### config.mk
export PLATFORM = sky130hd
export DESIGN_NAME = fib_job_sequencer_flat
export DESIGN_NICKNAME = d
export VERILOG_FILES = /design/src/rtl/fib_job_sequencer_if.sv /design/src/rtl/fib_job_sequencer.sv /design/src/flat_wrapper.sv
export SDC_FILE = /design/constraint.sdc
export NUM_CORES = 1
export LEC_CHECK = 0
export ABC_AREA = 1
export CELL_PAD_IN_SITES_DETAIL_PLACEMENT = 0
export CELL_PAD_IN_SITES_GLOBAL_PLACEMENT = 1
export CORE_MARGIN = 3
export CORE_UTILIZATION = 35
export CTS_BUF_LIST = sky130_fd_sc_hd__clkbuf_16
export DETAILED_ROUTE_END_ITERATION = 10
export HOLD_SLACK_MARGIN = 0.15
export PLACE_DENSITY_LB_ADDON = 0.1
export SKIP_CTS_REPAIR_TIMING = 1
export SLEW_MARGIN = 25
export SYNTH_ARGS = -nofsm -noshare
export SYNTH_HDL_FRONTEND = slang
export SYNTH_HIERARCHICAL = 1
export SYNTH_SLANG_ARGS = --single-unit
### constraint.sdc
create_clock -name clk -period 14.2 [get_ports clk]
set_clock_uncertainty 0.15 [all_clocks]
set_input_delay 1.42 -clock clk [delete_from_list [all_inputs] [get_ports clk]]
set_output_delay 1.42 -clock clk [all_outputs]
set_load 0.03 [all_outputs]
### src/rtl/fib_job_sequencer_if.sv
// Bundles the job stream, the result stream and the four-phase core handshake
// of fib_job_sequencer; slave is the sequencer side, master is the system/core side.
interface fib_job_sequencer_if #(
    parameter int Width = 32
);
    logic             in_valid;
    logic             in_ready;
    logic [Width-1:0] in_n;
    logic             out_valid;
    logic             out_ready;
    logic [Width-1:0] out_n;
    logic [Width-1:0] out_result;
    logic             out_err;
    logic             core_req;
    logic [Width-1:0] core_N;
    logic             core_fin;
    logic [Width-1:0] core_result;
    logic             busy;

    modport master (
        output in_valid, in_n, out_ready, core_fin, core_result,
        input  in_ready, out_valid, out_n, out_result, out_err, core_req, core_N, busy
    );

    modport slave (
        input  in_valid, in_n, out_ready, core_fin, core_result,
        output in_ready, out_valid, out_n, out_result, out_err, core_req, core_N, busy
    );
endinterface

### src/rtl/fib_job_sequencer.sv
// Clocked front-end for the four-phase Fibonacci core: accepts N, resolves N<3
// locally, runs req/fin transactions otherwise and returns results in order through a FIFO.
module fib_job_sequencer #(
    parameter int Width         = 32,
    parameter int Depth         = 4,
    parameter int SyncStages    = 2,
    parameter int TimeoutCycles = 4096
) (
    input  logic               clk,
    input  logic               rst,
    fib_job_sequencer_if.slave bus
);
    localparam int               PtrW        = $clog2(Depth);
    localparam logic [PtrW:0]    DepthC      = (PtrW + 1)'(Depth);
    localparam logic [Width-1:0] NThree      = Width'(3);
    localparam logic [Width-1:0] ResOne      = Width'(1);
    localparam logic [31:0]      TimeoutLast = (TimeoutCycles == 0) ? 32'd0 : 32'(TimeoutCycles - 1);

    typedef enum logic [2:0] {
        IDLE   = 3'd0,
        LOCAL  = 3'd1,
        REQ_HI = 3'd2,
        REQ_LO = 3'd3,
        PUSH   = 3'd4
    } state_t;

    state_t               state_r;
    state_t               nextState_s;
    logic [SyncStages-1:0] finSync_r;
    logic                 finS_s;
    logic                 coreReq_r;
    logic [Width-1:0]     coreN_r;
    logic [Width-1:0]     localN_r;
    logic [31:0]          waitCnt_r;
    logic [Width-1:0]     resQ_r;
    logic                 errQ_r;

    logic [Width-1:0]     nMem_r   [Depth];
    logic [Width-1:0]     resMem_r [Depth];
    logic                 errMem_r [Depth];
    logic [PtrW-1:0]      wrPtr_r;
    logic [PtrW-1:0]      rdPtr_r;
    logic [PtrW:0]        count_r;

    logic                 inReady_s;
    logic                 accept_s;
    logic                 pop_s;
    logic                 timeout_s;
    logic                 latchLocal_s;
    logic                 startCore_s;
    logic                 capture_s;
    logic                 timeoutHit_s;
    logic                 countWait_s;
    logic                 clearErr_s;
    logic                 push_s;
    logic [Width-1:0]     pushN_s;
    logic [Width-1:0]     pushRes_s;
    logic                 pushErr_s;

    assign finS_s = finSync_r[SyncStages-1];
    // A fin still high from an aborted transaction must drain before a new job may start.
    assign inReady_s = !rst && (state_r == IDLE) && (count_r < DepthC) && !finS_s;
    assign accept_s  = bus.in_valid && inReady_s;
    assign pop_s     = bus.out_ready && (count_r != '0);
    assign timeout_s = (TimeoutCycles != 0) && (waitCnt_r == TimeoutLast);

    assign bus.in_ready   = inReady_s;
    assign bus.out_valid  = (count_r != '0);
    assign bus.out_n      = nMem_r[rdPtr_r];
    assign bus.out_result = resMem_r[rdPtr_r];
    assign bus.out_err    = errMem_r[rdPtr_r];
    assign bus.core_req   = coreReq_r;
    assign bus.core_N     = coreN_r;
    assign bus.busy       = (state_r != IDLE);

    // Synchroniser for the clockless core's fin.
    always_ff @(posedge clk or posedge rst) begin
        if (rst) begin
            finSync_r <= '0;
        end else begin
            finSync_r <= {finSync_r[SyncStages-2:0], bus.core_fin};
        end
    end

    // FSM state register.
    always_ff @(posedge clk or posedge rst) begin
        if (rst) begin
            state_r <= IDLE;
        end else begin
            state_r <= nextState_s;
        end
    end

    // FSM next state and datapath strobes.
    always_comb begin
        nextState_s  = state_r;
        latchLocal_s = 1'b0;
        startCore_s  = 1'b0;
        capture_s    = 1'b0;
        timeoutHit_s = 1'b0;
        countWait_s  = 1'b0;
        clearErr_s   = 1'b0;
        push_s       = 1'b0;
        pushN_s      = '0;
        pushRes_s    = '0;
        pushErr_s    = 1'b0;
        case (state_r)
            IDLE: begin
                if (accept_s) begin
                    if (bus.in_n < NThree) begin
                        latchLocal_s = 1'b1;
                        nextState_s  = LOCAL;
                    end else begin
                        startCore_s = 1'b1;
                        nextState_s = REQ_HI;
                    end
                end else begin
                    nextState_s = IDLE;
                end
            end
            LOCAL: begin
                push_s      = 1'b1;
                pushN_s     = localN_r;
                pushRes_s   = (localN_r == '0) ? '0 : ResOne;
                nextState_s = IDLE;
            end
            REQ_HI: begin
                if (finS_s) begin
                    capture_s   = 1'b1;
                    nextState_s = REQ_LO;
                end else if (timeout_s) begin
                    timeoutHit_s = 1'b1;
                    nextState_s  = REQ_LO;
                end else begin
                    countWait_s = 1'b1;
                    nextState_s = REQ_HI;
                end
            end
            REQ_LO: begin
                if (!finS_s) begin
                    nextState_s = PUSH;
                end else begin
                    nextState_s = REQ_LO;
                end
            end
            PUSH: begin
                push_s      = 1'b1;
                pushN_s     = coreN_r;
                pushRes_s   = resQ_r;
                pushErr_s   = errQ_r;
                clearErr_s  = 1'b1;
                nextState_s = IDLE;
            end
            default: begin
                nextState_s = IDLE;
            end
        endcase
    end

    // Job registers, core request and result capture.
    always_ff @(posedge clk or posedge rst) begin
        if (rst) begin
            coreReq_r <= 1'b0;
            coreN_r   <= '0;
            localN_r  <= '0;
            waitCnt_r <= 32'd0;
            resQ_r    <= '0;
            errQ_r    <= 1'b0;
        end else begin
            if (latchLocal_s) begin
                localN_r <= bus.in_n;
            end
            if (startCore_s) begin
                coreN_r   <= bus.in_n;
                coreReq_r <= 1'b1;
                waitCnt_r <= 32'd0;
            end else if (capture_s || timeoutHit_s) begin
                coreReq_r <= 1'b0;
            end else if (countWait_s) begin
                waitCnt_r <= waitCnt_r + 32'd1;
            end
            // core_result is bundled data: only trusted on the first synchronised fin.
            if (capture_s) begin
                resQ_r <= bus.core_result;
                errQ_r <= 1'b0;
            end else if (timeoutHit_s) begin
                resQ_r <= '0;
                errQ_r <= 1'b1;
            end else if (clearErr_s) begin
                errQ_r <= 1'b0;
            end
        end
    end

    // Output FIFO storage, pointers and occupancy.
    always_ff @(posedge clk or posedge rst) begin
        if (rst) begin
            for (int i = 0; i < Depth; i++) begin
                nMem_r[i]   <= '0;
                resMem_r[i] <= '0;
                errMem_r[i] <= 1'b0;
            end
            wrPtr_r <= '0;
            rdPtr_r <= '0;
            count_r <= '0;
        end else begin
            if (push_s) begin
                nMem_r[wrPtr_r]   <= pushN_s;
                resMem_r[wrPtr_r] <= pushRes_s;
                errMem_r[wrPtr_r] <= pushErr_s;
                wrPtr_r           <= wrPtr_r + PtrW'(1);
            end
            if (pop_s) begin
                rdPtr_r <= rdPtr_r + PtrW'(1);
            end
            case ({push_s, pop_s})
                2'b10:   count_r <= count_r + (PtrW + 1)'(1);
                2'b01:   count_r <= count_r - (PtrW + 1)'(1);
                default: count_r <= count_r;
            endcase
        end
    end

    fib_job_sequencer_checker #(
        .Width (Width),
        .PtrW  (PtrW),
        .Depth (Depth)
    ) u_checker (
        .clk     (clk),
        .rst     (rst),
        .inIdle  (state_r == IDLE),
        .inReqHi (state_r == REQ_HI),
        .coreReq (coreReq_r),
        .coreN   (coreN_r),
        .push    (push_s),
        .pop     (pop_s),
        .count   (count_r)
    );
endmodule

// Structural invariants of the sequencer: FIFO bounds and the core handshake.
module fib_job_sequencer_checker #(
    parameter int Width = 32,
    parameter int PtrW  = 2,
    parameter int Depth = 4
) (
    input logic             clk,
    input logic             rst,
    input logic             inIdle,
    input logic             inReqHi,
    input logic             coreReq,
    input logic [Width-1:0] coreN,
    input logic             push,
    input logic             pop,
    input logic [PtrW:0]    count
);
    localparam logic [PtrW:0] DepthC = (PtrW + 1)'(Depth);

    a_count_bound: assert property (@(posedge clk) disable iff (rst) count <= DepthC);
    a_no_overflow: assert property (@(posedge clk) disable iff (rst) !(push && !pop && (count == DepthC)));
    a_req_in_req_hi: assert property (@(posedge clk) disable iff (rst) coreReq == inReqHi);
    a_core_n_held: assert property (@(posedge clk) disable iff (rst) !inIdle |=> $stable(coreN));
endmodule

### src/flat_wrapper.sv
// flat-port wrapper written by rule: the top's interface ports become plain ports
module fib_job_sequencer_flat 
#(
    parameter int Width         = 32,
    parameter int Depth         = 4,
    parameter int SyncStages    = 2,
    parameter int TimeoutCycles = 4096
)
  (clk, rst, bus_in_valid, bus_in_n, bus_out_ready, bus_core_fin, bus_core_result, bus_in_ready, bus_out_valid, bus_out_n, bus_out_result, bus_out_err, bus_core_req, bus_core_N, bus_busy);
  fib_job_sequencer_if #(.Width(Width)) bus_i ();
  input  logic clk;
  input  logic rst;
  input wire logic [$bits(bus_i.in_valid)-1:0] bus_in_valid;
  input wire logic [$bits(bus_i.in_n)-1:0] bus_in_n;
  input wire logic [$bits(bus_i.out_ready)-1:0] bus_out_ready;
  input wire logic [$bits(bus_i.core_fin)-1:0] bus_core_fin;
  input wire logic [$bits(bus_i.core_result)-1:0] bus_core_result;
  output wire logic [$bits(bus_i.in_ready)-1:0] bus_in_ready;
  output wire logic [$bits(bus_i.out_valid)-1:0] bus_out_valid;
  output wire logic [$bits(bus_i.out_n)-1:0] bus_out_n;
  output wire logic [$bits(bus_i.out_result)-1:0] bus_out_result;
  output wire logic [$bits(bus_i.out_err)-1:0] bus_out_err;
  output wire logic [$bits(bus_i.core_req)-1:0] bus_core_req;
  output wire logic [$bits(bus_i.core_N)-1:0] bus_core_N;
  output wire logic [$bits(bus_i.busy)-1:0] bus_busy;
  assign bus_i.in_valid = bus_in_valid;
  assign bus_i.in_n = bus_in_n;
  assign bus_i.out_ready = bus_out_ready;
  assign bus_i.core_fin = bus_core_fin;
  assign bus_i.core_result = bus_core_result;
  assign bus_in_ready = bus_i.in_ready;
  assign bus_out_valid = bus_i.out_valid;
  assign bus_out_n = bus_i.out_n;
  assign bus_out_result = bus_i.out_result;
  assign bus_out_err = bus_i.out_err;
  assign bus_core_req = bus_i.core_req;
  assign bus_core_N = bus_i.core_N;
  assign bus_busy = bus_i.busy;
  fib_job_sequencer #(.Width(Width), .Depth(Depth), .SyncStages(SyncStages), .TimeoutCycles(TimeoutCycles)) u_core (.clk(clk), .rst(rst), .bus(bus_i));
endmodule
### Word level (Yosys, flattened, before mapping)

Index checks and enable logic that the tools add are counted.
Widths: inputs -> output; s select.

| storage, ports and cells | value |
|---|---|
| register bits after elaboration | 402 |
| bits of input ports | 69 |
| output and inout port bits | 101 |
| logic and storage cells | 116 |

| operators by class | value |
|---|---|
| $add $sub $neg | 5 |
| order comparisons | 5 |
| eq/ne operators | 8 |
| mux-type cells | 53 |
| bitwise gates (word level) | 2 |
| reductions and logical operators | 20 |

Operators by type and width:

| cell | count |
|---|---|
| $mux 32 | 10 |
| $bwmux 128 | 2 |
| $bmux 32 s2 | 2 |
| $pmux 32 s2 | 2 |
| $demux 32 s2 | 1 |
| $add 32x1->32 const B | 1 |
| $eq 32x12->1 const B | 1 |
| $logic_not 32->1 | 1 |
| $lt 32x2->1 const B | 1 |
| $mux 1 | 27 |
| $pmux 3 s3 | 1 |
| $reduce_bool 3->1 | 3 |
| $reduce_bool 2->1 | 4 |
| $eq 3x2->1 const B | 2 |
| $ge 3x3->1 const B | 2 |
| $logic_and 1x1->1 | 6 |
| $mux 3 | 2 |
| $not 2->3 | 2 |
| $pmux 3 s2 | 1 |
| $add 2x1->2 const B | 2 |
| $bwmux 4 | 1 |
| $mux 2 | 2 |
| $add 3x1->3 const B | 1 |
| $eq 3x1->1 const B | 1 |
| 14 further kinds | 15 |

### Longest topological paths before layout

Gate-level depths: netlist of run 1.

| logic depth | value |
|---|---|
| word-level depth | 9 |
| mapped depth | 11 |
| mapped depth without buffers | 11 |

### Worst setup path after synthesis of run 1

No wires, ideal clock.

| timing | value |
|---|---|
| kind | input port to output port |
| start | in rst |
| end | out bus_in_ready |
| arrival | 10.940 ns |
| data required time | 12.630 ns |
| path slack | 1.690 ns |
| cell stages on the path | 3 |
| buffers on the path | 0 |
| cells stage by stage | inv_1 -> nand3_1 -> nor2_2 |

| between the ends | value |
|---|---|
| cells in the longest elaborated chain, start to end | 4 |

RTL lines:

| item | RTL line | text |
|---|---|---|
| from (decl) | flat_wrapper.sv:12 | `input logic rst;` |
| $logic_not 1->1 (no source line) | n/a |  |
| $logic_and 1x1->1 (3 in series) | fib_job_sequencer.sv:62 | `assign inReady_s = !rst && (state_r == IDLE) && (count_r < DepthC) && !finS_s;` |
| to (decl) | flat_wrapper.sv:18 | `output wire logic [$bits(bus_i.in_ready)-1:0] bus_in_ready;` |

Every way passes these cells.

### Worst setup path in the final report of run 1

| timing | value |
|---|---|
| start | reg u_core.rdPtr_r[0] |
| end | out bus_out_n[25] |

| between the ends | value |
|---|---|
| cells in the longest elaborated chain, start to end | 4 |

RTL lines:

| item | RTL line | text |
|---|---|---|
| from (decl) | fib_job_sequencer.sv:42 | `logic [PtrW-1:0] rdPtr_r;` |
| from (signal assigned) | fib_job_sequencer.sv:214 | `rdPtr_r <= rdPtr_r + PtrW'(1);` |
| $not 2->3 (implied by the code) | fib_job_sequencer.sv:69 | `assign bus.out_n = nMem_r[rdPtr_r];` |
| $bmux 32 s2 | fib_job_sequencer.sv:69 |  |
| $mux 32 (implied by the code) (2 in series) | fib_job_sequencer.sv:69 |  |
| to (decl) | flat_wrapper.sv:20 | `output wire logic [$bits(bus_i.out_n)-1:0] bus_out_n;` |

Every way passes these cells. The select of a mux whose other input is x is not followed.

==> key figures, run 1 <==
Worst setup path
  – Setup CP Type: flop to output pin
  – Critical Path Start Type: flop
  – Slowest CP cell: buf_4
  – Crit path DAT: around 4000 ps
  – R2r startpoint: u_core/state_r[0]$_DFF_PP0_
  – CP max stage delay: ~800 ps
  – Worst Reg-to-Reg Cells: 8
  – Worst Path Required: 12630 ps
  – Worst Setup End Kind: output pin
  – CP max FO: between 80 and 90
  – Internal reg-to-reg setup slack: approximately 11000 ps
  – RR Endpoint: u_core/nMem_r[7]$_DFFE_PP0P_
  – CP Cell Sequence: clkinv_2 -> buf_4 -> o21ai_0 -> o22ai_1 -> clkdlybuf4s50_1
  – Buf/Inv on CP: 3
  – CP top delay family: buffers and inverters

Routing
  – Final WL: 56600 microns
  – Drt drc: 0
  – Vias per cell: 5.03
  – Drt first pass iters: 5
  – Post-route ant nets: 0
  – Vias after detailed routing: between 15000 and 20000
  – WL/cell: between 15 and 20 microns
  – DR iter-0 viols: 1051

Logic synthesis
  – Cell Area, Synth: roughly 0.018 sq mm
  – Number of flops mapped to enable cells by yosys: 0
  – Synthesis-stage register bit count: approximately 400
  – Area share of the largest cell type after synthesis: 54.7%
  – Synth area leader: dfrtp_1
  – Async set-or-reset flop fraction in the synthesized netlist: 100%
  – Avg Cell Area, Syn: between 8 and 9 sq um
  – Ys Warns: 6
  – Synth Flop Type: dfrtp_1
  – Synthesized netlist net count: 2329
  – Count leader, synth: nand2_1
  – Commonest cells in the synthesized netlist: nand2_1 (595), dfrtp_1 (402), o21ai_0 (372)
  – Ranking of synthesized cells by area: dfrtp_1 (55%), nand2_1 (12%), o21ai_0 (10%), nor2_1 (6.0%), o22ai_1 (3.3%)
  – Register area share after synthesis: about 55%
  – Post-Syn Instances: 2253
  – Post-synth cell types: 31

STA
  – Worst hold slack: ~280 ps
  – Endpoints failing hold: 0
  – Slew margin rel.: approximately a third
  – Tmin final: 5560 ps
  – Setup-failing EPs final: 0
  – FMAX: around 180 MHz
  – Max-slew violation count: 0
  – Total negative slack: 0 ps
  – Fin crit share: between 30 and 40%
  – Unrepaired setup endpoints after global routing: false
  – Slew @ Worst Pin: slightly below 1000 ps

Cells and area
  – Syn-to-layout area delta: 18.4%
  – Multi-input logic area: slightly above 0.007 sq mm
  – Fin cells: between 3000 and 4000
  – Final instance area: 0.0218 sq mm
  – Layout cells sized above 1: 4.44%
  – Nets: approximately 2400
  – Fillcell total: around 5300
  – Reg area: between 0.01 and 0.015 sq mm
  – Diode count: 0

Clock network
  – H-tree depth: 2
  – Worst-path clk slew: roughly 60 ps
  – Num CTS Buffers: 46
  – Clk sinks: around 400
  – Root buffer cell: clkbuf_16
  – CTS tree: yes
  – Worst skew pair latency: a little under 600 ps
  – Clk buf depth: 3

Floorplan
  – FP Rows: a little over 80
  – Core Footprint: slightly above 0.05 sq mm
  – Die height: ~240 microns
  – Die W: 235 microns
  – Die area: about 0.055 sq mm
  – I/O pins: 170
  – Starting density of the core: ~36%

Global route
  – Vias in the first global route: roughly 15000
  – Initial antenna violation count: 0
  – Pin count of the biggest net entering global routing: ~160
  – Overall routing resource usage: approximately a fifth
  – First-pass GRT wire length: roughly 90000 microns
  – GRT overflow: 0

Pwr
  – Sequential Power Share: about 36%
  – Clk network pwr share: 21.4%
  – Pint: a little under 3000 uW
  – Leakage power: approximately 0.0098 uW
  – Power, Total: ~5000 uW
  – Switching portion of total power: 42.8%
  – Logic gate share of total power: 42.2%
  – NetSw: between 2000 and 2500 uW
  – Worst VDD drop: 0.121 mV
  – Power density cells: approximately 230 mW/mm^2

Min path
  – Hold Crit Class: flop to flop
  – Min-Delay Path Depth: 0
  – Hold path endpoint: u_core/finSync_r[1]$_DFF_PP0_
  – Hold wc startpoint: u_core/finSync_r[0]$_DFF_PP0_

Placed design
  – I/O Buffers: around 170
  – Placer Congestion: approximately 0.80
  – Placed instance count: roughly 3000
  – Area after DPL: between 0.02 and 0.025 sq mm
  – DP HPWL: approximately 34000 microns

Run status
  – Run status: complete, no violations

Run
  – Maxcap violations: 0
[power groups by stage]
stage	Combinational [uW]	Clock [uW]	Sequential, uW
after floorplan	1310	0	1830
after global placement	2150	0	1850
after detailed placement	2170	0	1860
after CTS	2170	1120	1840
after global routing	2360	1170	1900
final	2140	1080	1840
[through the flow]
stage          setup slack (ps)  util, %
6_report                   8640     42.2
5_1_grt                    8440     42.2
4_1_cts                    8580     42.2
3_5_place_dp               9000     39.5
3_3_place_gp               9010     39.5
2_1_floorplan              1430        -
[sequential cells by signal, summed over array words and instances, names as in the netlist, 2 cells and up]
name / count
u_core/errMem_r: 4
u_core/count_r: 3
u_core/waitCnt_r: 32
u_core/state_r: 3
u_core/rdPtr_r: 2
u_core/finSync_r: 2
u_core/nMem_r: 128
u_core/resMem_r: 128
u_core/wrPtr_r: 2
u_core/localN_r: 32
u_core/resQ_r: 32
u_core/bus.core_N: 32
[worst max path at each step]
stage / from / endpoint / slack (ps) / depth (start not counted)
CTS: u_core/rdPtr_r[0]$_DFFE_PP0P_ / bus_out_err / 8580 / 5
detailed placement: rst / bus_in_ready / 9000 / 5
global placement: rst / bus_in_ready / 9010 / 5
global route: u_core/rdPtr_r[0]$_DFFE_PP0P_ / bus_out_n[25] / 8440 / 5
finish: u_core/rdPtr_r[0]$_DFFE_PP0P_ / bus_out_n[25] / 8640 / 5
floorplan: rst / u_core/bus.core_N[0]$_DFFE_PP0N_ / 1430 / 1
[kinds of logic (layout without fill, tap and decap cells)]
group	count (synthesis)	after routing	share of synthesized area (%)
AO/OA/AOI/OAI	527	527	15.1
XOR/XNOR	17	17	0.810
adder cells (fa/ha/maj)	7	7	0.517
buffers and inverters	284	419	6.77
flip-flops	402	402	54.7
AND/OR/NAND/NOR	1016	1016	22.0
[cell type report]
cell class	count	share of cell area, %
Sequential cell	402	46.3
Timing Repair Buffer	187	8.49
Inverter	151	2.66
Tap cell	680	3.91
Clock buffer	46	5.29
Multi-Input combinational cell	1567	32.5
Clock inverter	35	0.897
[metal layers]
| layer | GRT usage (%) | vias to the layer above | wire [microns] |
|---|---|---|---|
| met2 | 33.8 | 281 | 26900 |
| met5 | 0 | - | 0 |
| met1 | 28.5 | 7514 | 26500 |
| met3 | 2.91 | 75 | 2140 |
| li1 | - | 7554 | - |
| met4 | 4.60 | 0 | 1100 |
[worst register-to-register path: stages, from the launching register on]
cell	delay [ps]
dfrtp_1	420
nor2_2	70
nand2_2	620
nand2_2	210
inv_4	200
nor2_4	50
inv_2	670
buf_4	690
o21ai_0	210
[cells in the final DEF, fill, tap and decap left out, types with 2 or more instances in the layout]
master and count:
o21bai_1 2, nand3_1 107, clkinv_2 6, nand2_2 5, nor2_2 4, dfrtp_1 400, buf_6 2, clkdlybuf4s50_1 169
o21ai_1 54, o21ai_0 372, nand2_1 594, xor2_1 14, dfrtp_4 2, ha_1 6, nand4_1 3, xnor2_1 3
buf_4 15, inv_2 9, o22ai_1 97, nor2_1 292, clkbuf_16 46, inv_1 149, clkinv_1 16, nor2_4 6
Power figures use the tool's default switching activity.
==> run 2: changes to the inputs <==
- clock period: 14.2 -> 5.2 ns (I/O delays scaled with it)
==> run 2 against run 1 <==
Compared with the run above: wire length increased by 2.1%; worst setup slack lost 7800 ps; flip-flop and latch count stayed put; sequential power grew to 2.7 times the previous value; non-clock buffer count rose by 5; die area unchanged; first-iteration DRC count increased by 12%; total power grew to 2.8 times the previous value; via count rose by 0.64%; clock power rose to 3.0 times the previous value; hold slack got worse by 83 ps; largest cell class unchanged.
==> key figures, run 2 (synthesized netlist as in run 1, its figures left out) <==
Placed design
  – Area after DPL: slightly above 0.02 sq mm
  – Placed instance count: 2992
  – Post-Place Setup Slack: 1480 ps
  – DP HPWL: between 30000 and 40000 microns
  – Placer Congestion: between 0.8 and 0.9
  – I/O Buffers: roughly 170

Worst setup path
  – Setup CP Type: flop to output pin
  – Worst Setup SP: u_core/rdPtr_r[0]$_DFFE_PP0P_
  – CP max FO: 54
  – Worst Path Required: 4530 ps
  – Worst Reg-to-Reg Cells: 9
  – Critical Path Start Type: flop
  – Internal reg-to-reg setup slack: 1890 ps
  – Worst Setup End Kind: output pin
  – Crit path DAT: 3660 ps
  – R2r startpoint: u_core/state_r[2]$_DFF_PP0_

Global route
  – Pin count of the biggest net entering global routing: around 150
  – First-pass GRT wire length: around 92000 microns
  – Initial antenna violation count: 0
  – Overall routing resource usage: about a fifth
  – Vias in the first global route: 15400
  – GRT overflow: 0

Cells and area
  – Syn-to-layout area delta: 19.6%
  – Diode count: 0
  – Layout cells sized above 1: 4.97%
  – Final instance area: 0.0220 sq mm
  – Highest-count cells in the layout ignoring fill and taps: nand2_1 (594), dfrtp_1 (400), o21ai_0 (372), nor2_1 (292), clkdlybuf4s50_1 (169)
  – Commonest non-fill, non-tap cell in the layout: nand2_1
  – Fin cells: just over 3000
  – Nets: 2436
  – Largest registers: u_core/nMem_r (128), u_core/resMem_r (128)

STA
  – Tmin final: roughly 4300 ps
  – Fin crit share: between 80% and 90%
  – Endpoints failing hold: 0
  – Unrepaired setup endpoints after global routing: false
  – Slew @ Worst Pin: approximately 950 ps
  – Max-slew violation count: 0
  – Worst hold slack: about 200 ps
  – Slew margin rel.: 36.2%
  – Final worst slack: just under 900 ps
  – FMAX: 231 MHz
  – Setup-failing EPs final: 0

Run
  – Maxcap violations: 0

Routing
  – WL/cell: about 19 microns
  – Drt first pass iters: 7
  – Drt drc: 0
  – Final WL: 57800 microns
  – Vias per cell: around 5
  – Post-route ant nets: 0
  – Vias after detailed routing: approximately 16000
  – DR iter-0 viols: approximately 1200

Clock network
  – Root buffer cell: clkbuf_16
  – Clk buf depth: 3
  – Clk sinks: roughly 400
  – CTS tree: yes
  – Worst skew pair latency: 590 ps
  – Worst-path clk slew: around 60 ps
  – Num CTS Buffers: between 40 and 50
  – H-tree depth: 2

Pwr
  – Worst VDD drop: around 0.44 mV
  – Leakage power: 0.00990 uW
  – Power density cells: ~640 mW/mm^2

Floorplan
  – I/O pins: 170
  – Die W: about 240 microns
  – Starting density of the core: between 30% and 40%
  – Core Footprint: 0.0516 sq mm
  – Die area: 0.0553 sq mm
  – Die height: 235 microns
  – FP Rows: 83

Run status
  – Run status: complete, no violations

Min path
  – Min-Delay Path Depth: 0
  – Hold Crit Class: flop to flop
  – Hold wc startpoint: u_core/finSync_r[0]$_DFF_PP0_
==> run 2: changes by cell type in the layout (fill, tap and decap cells not counted), moves of 2 or more <==
cell / delta
clkinvlp_4: +3
bufinv_16: +4
buf_12: +3
inv_2: -3
buf_4: +2
clkinv_2: +4
clkinv_1: -3
inv_1: -3
==> run 2: final timing paths <==
check	end
setup / recovery	bus_out_n[12]
hold / removal	u_core/finSync_r[1]$_DFF_PP0_
setup reg to reg	u_core/nMem_r[102]$_DFFE_PP0P_
hold reg to reg	u_core/finSync_r[1]$_DFF_PP0_
max in group asynchronous	u_core/resMem_r[58]$_DFFE_PP0P_
min in group asynchronous	u_core/bus.core_N[14]$_DFFE_PP0N_
==> run 2: cell type report <==
class / instances / area (sq um)
Timing Repair Buffer: 192 / 1920
Clock inverter: 36 / 305
Sequential cell: 402 / 10100
Tap cell: 680 / 851
Inverter: 151 / 579
Fill cell: 5256 / 29600
Clock buffer: 47 / 1180
Multi-Input combinational cell: 1567 / 7070
==> run 2: per-layer routing <==
layer | vias up | part of all wire (%) | GRT usage (%) | wire length, microns
met2 | 305 | 47 | 33.5 | 27000
met1 | 7630 | 48 | 29.7 | 27600
met3 | 54 | 4.1 | 3.19 | 2370
li1 | 7533 | - | - | -
met4 | 0 | 1.4 | 4.06 | 820
met5 | - | 0 | 0 | 0
==> run 2: worst max-delay path, cell delays in order (launching register included) <==
cell and delay, ps:
dfrtp_4 810, clkinv_2 770, buf_12 450, o21ai_0 200
o22ai_1 170, clkdlybuf4s50_1 640
==> run 2: stage by stage <==
| step | setup TNS [ps] | power, uW | utilization, % |
|---|---|---|---|
| final | 0 | 14100 | 42.6 |
| after global routing | 0 | 15100 | 42.6 |
| after CTS | 0 | 14300 | 42.6 |
| after detailed placement | 0 | 11000 | 39.7 |
| after global placement | 0 | 11000 | 39.7 |
| after floorplan | -606330 | 8570 | - |
==> run 2: where the power goes <==
part / leakage (uW) / internal (uW) / total (uW) / switching [uW]
combinational: 0.00396 / 2070 / 5980 / 3910
sequential: 0.00518 / 4230 / 4940 / 715
clock: 0.000762 / 1890 / 3230 / 1350
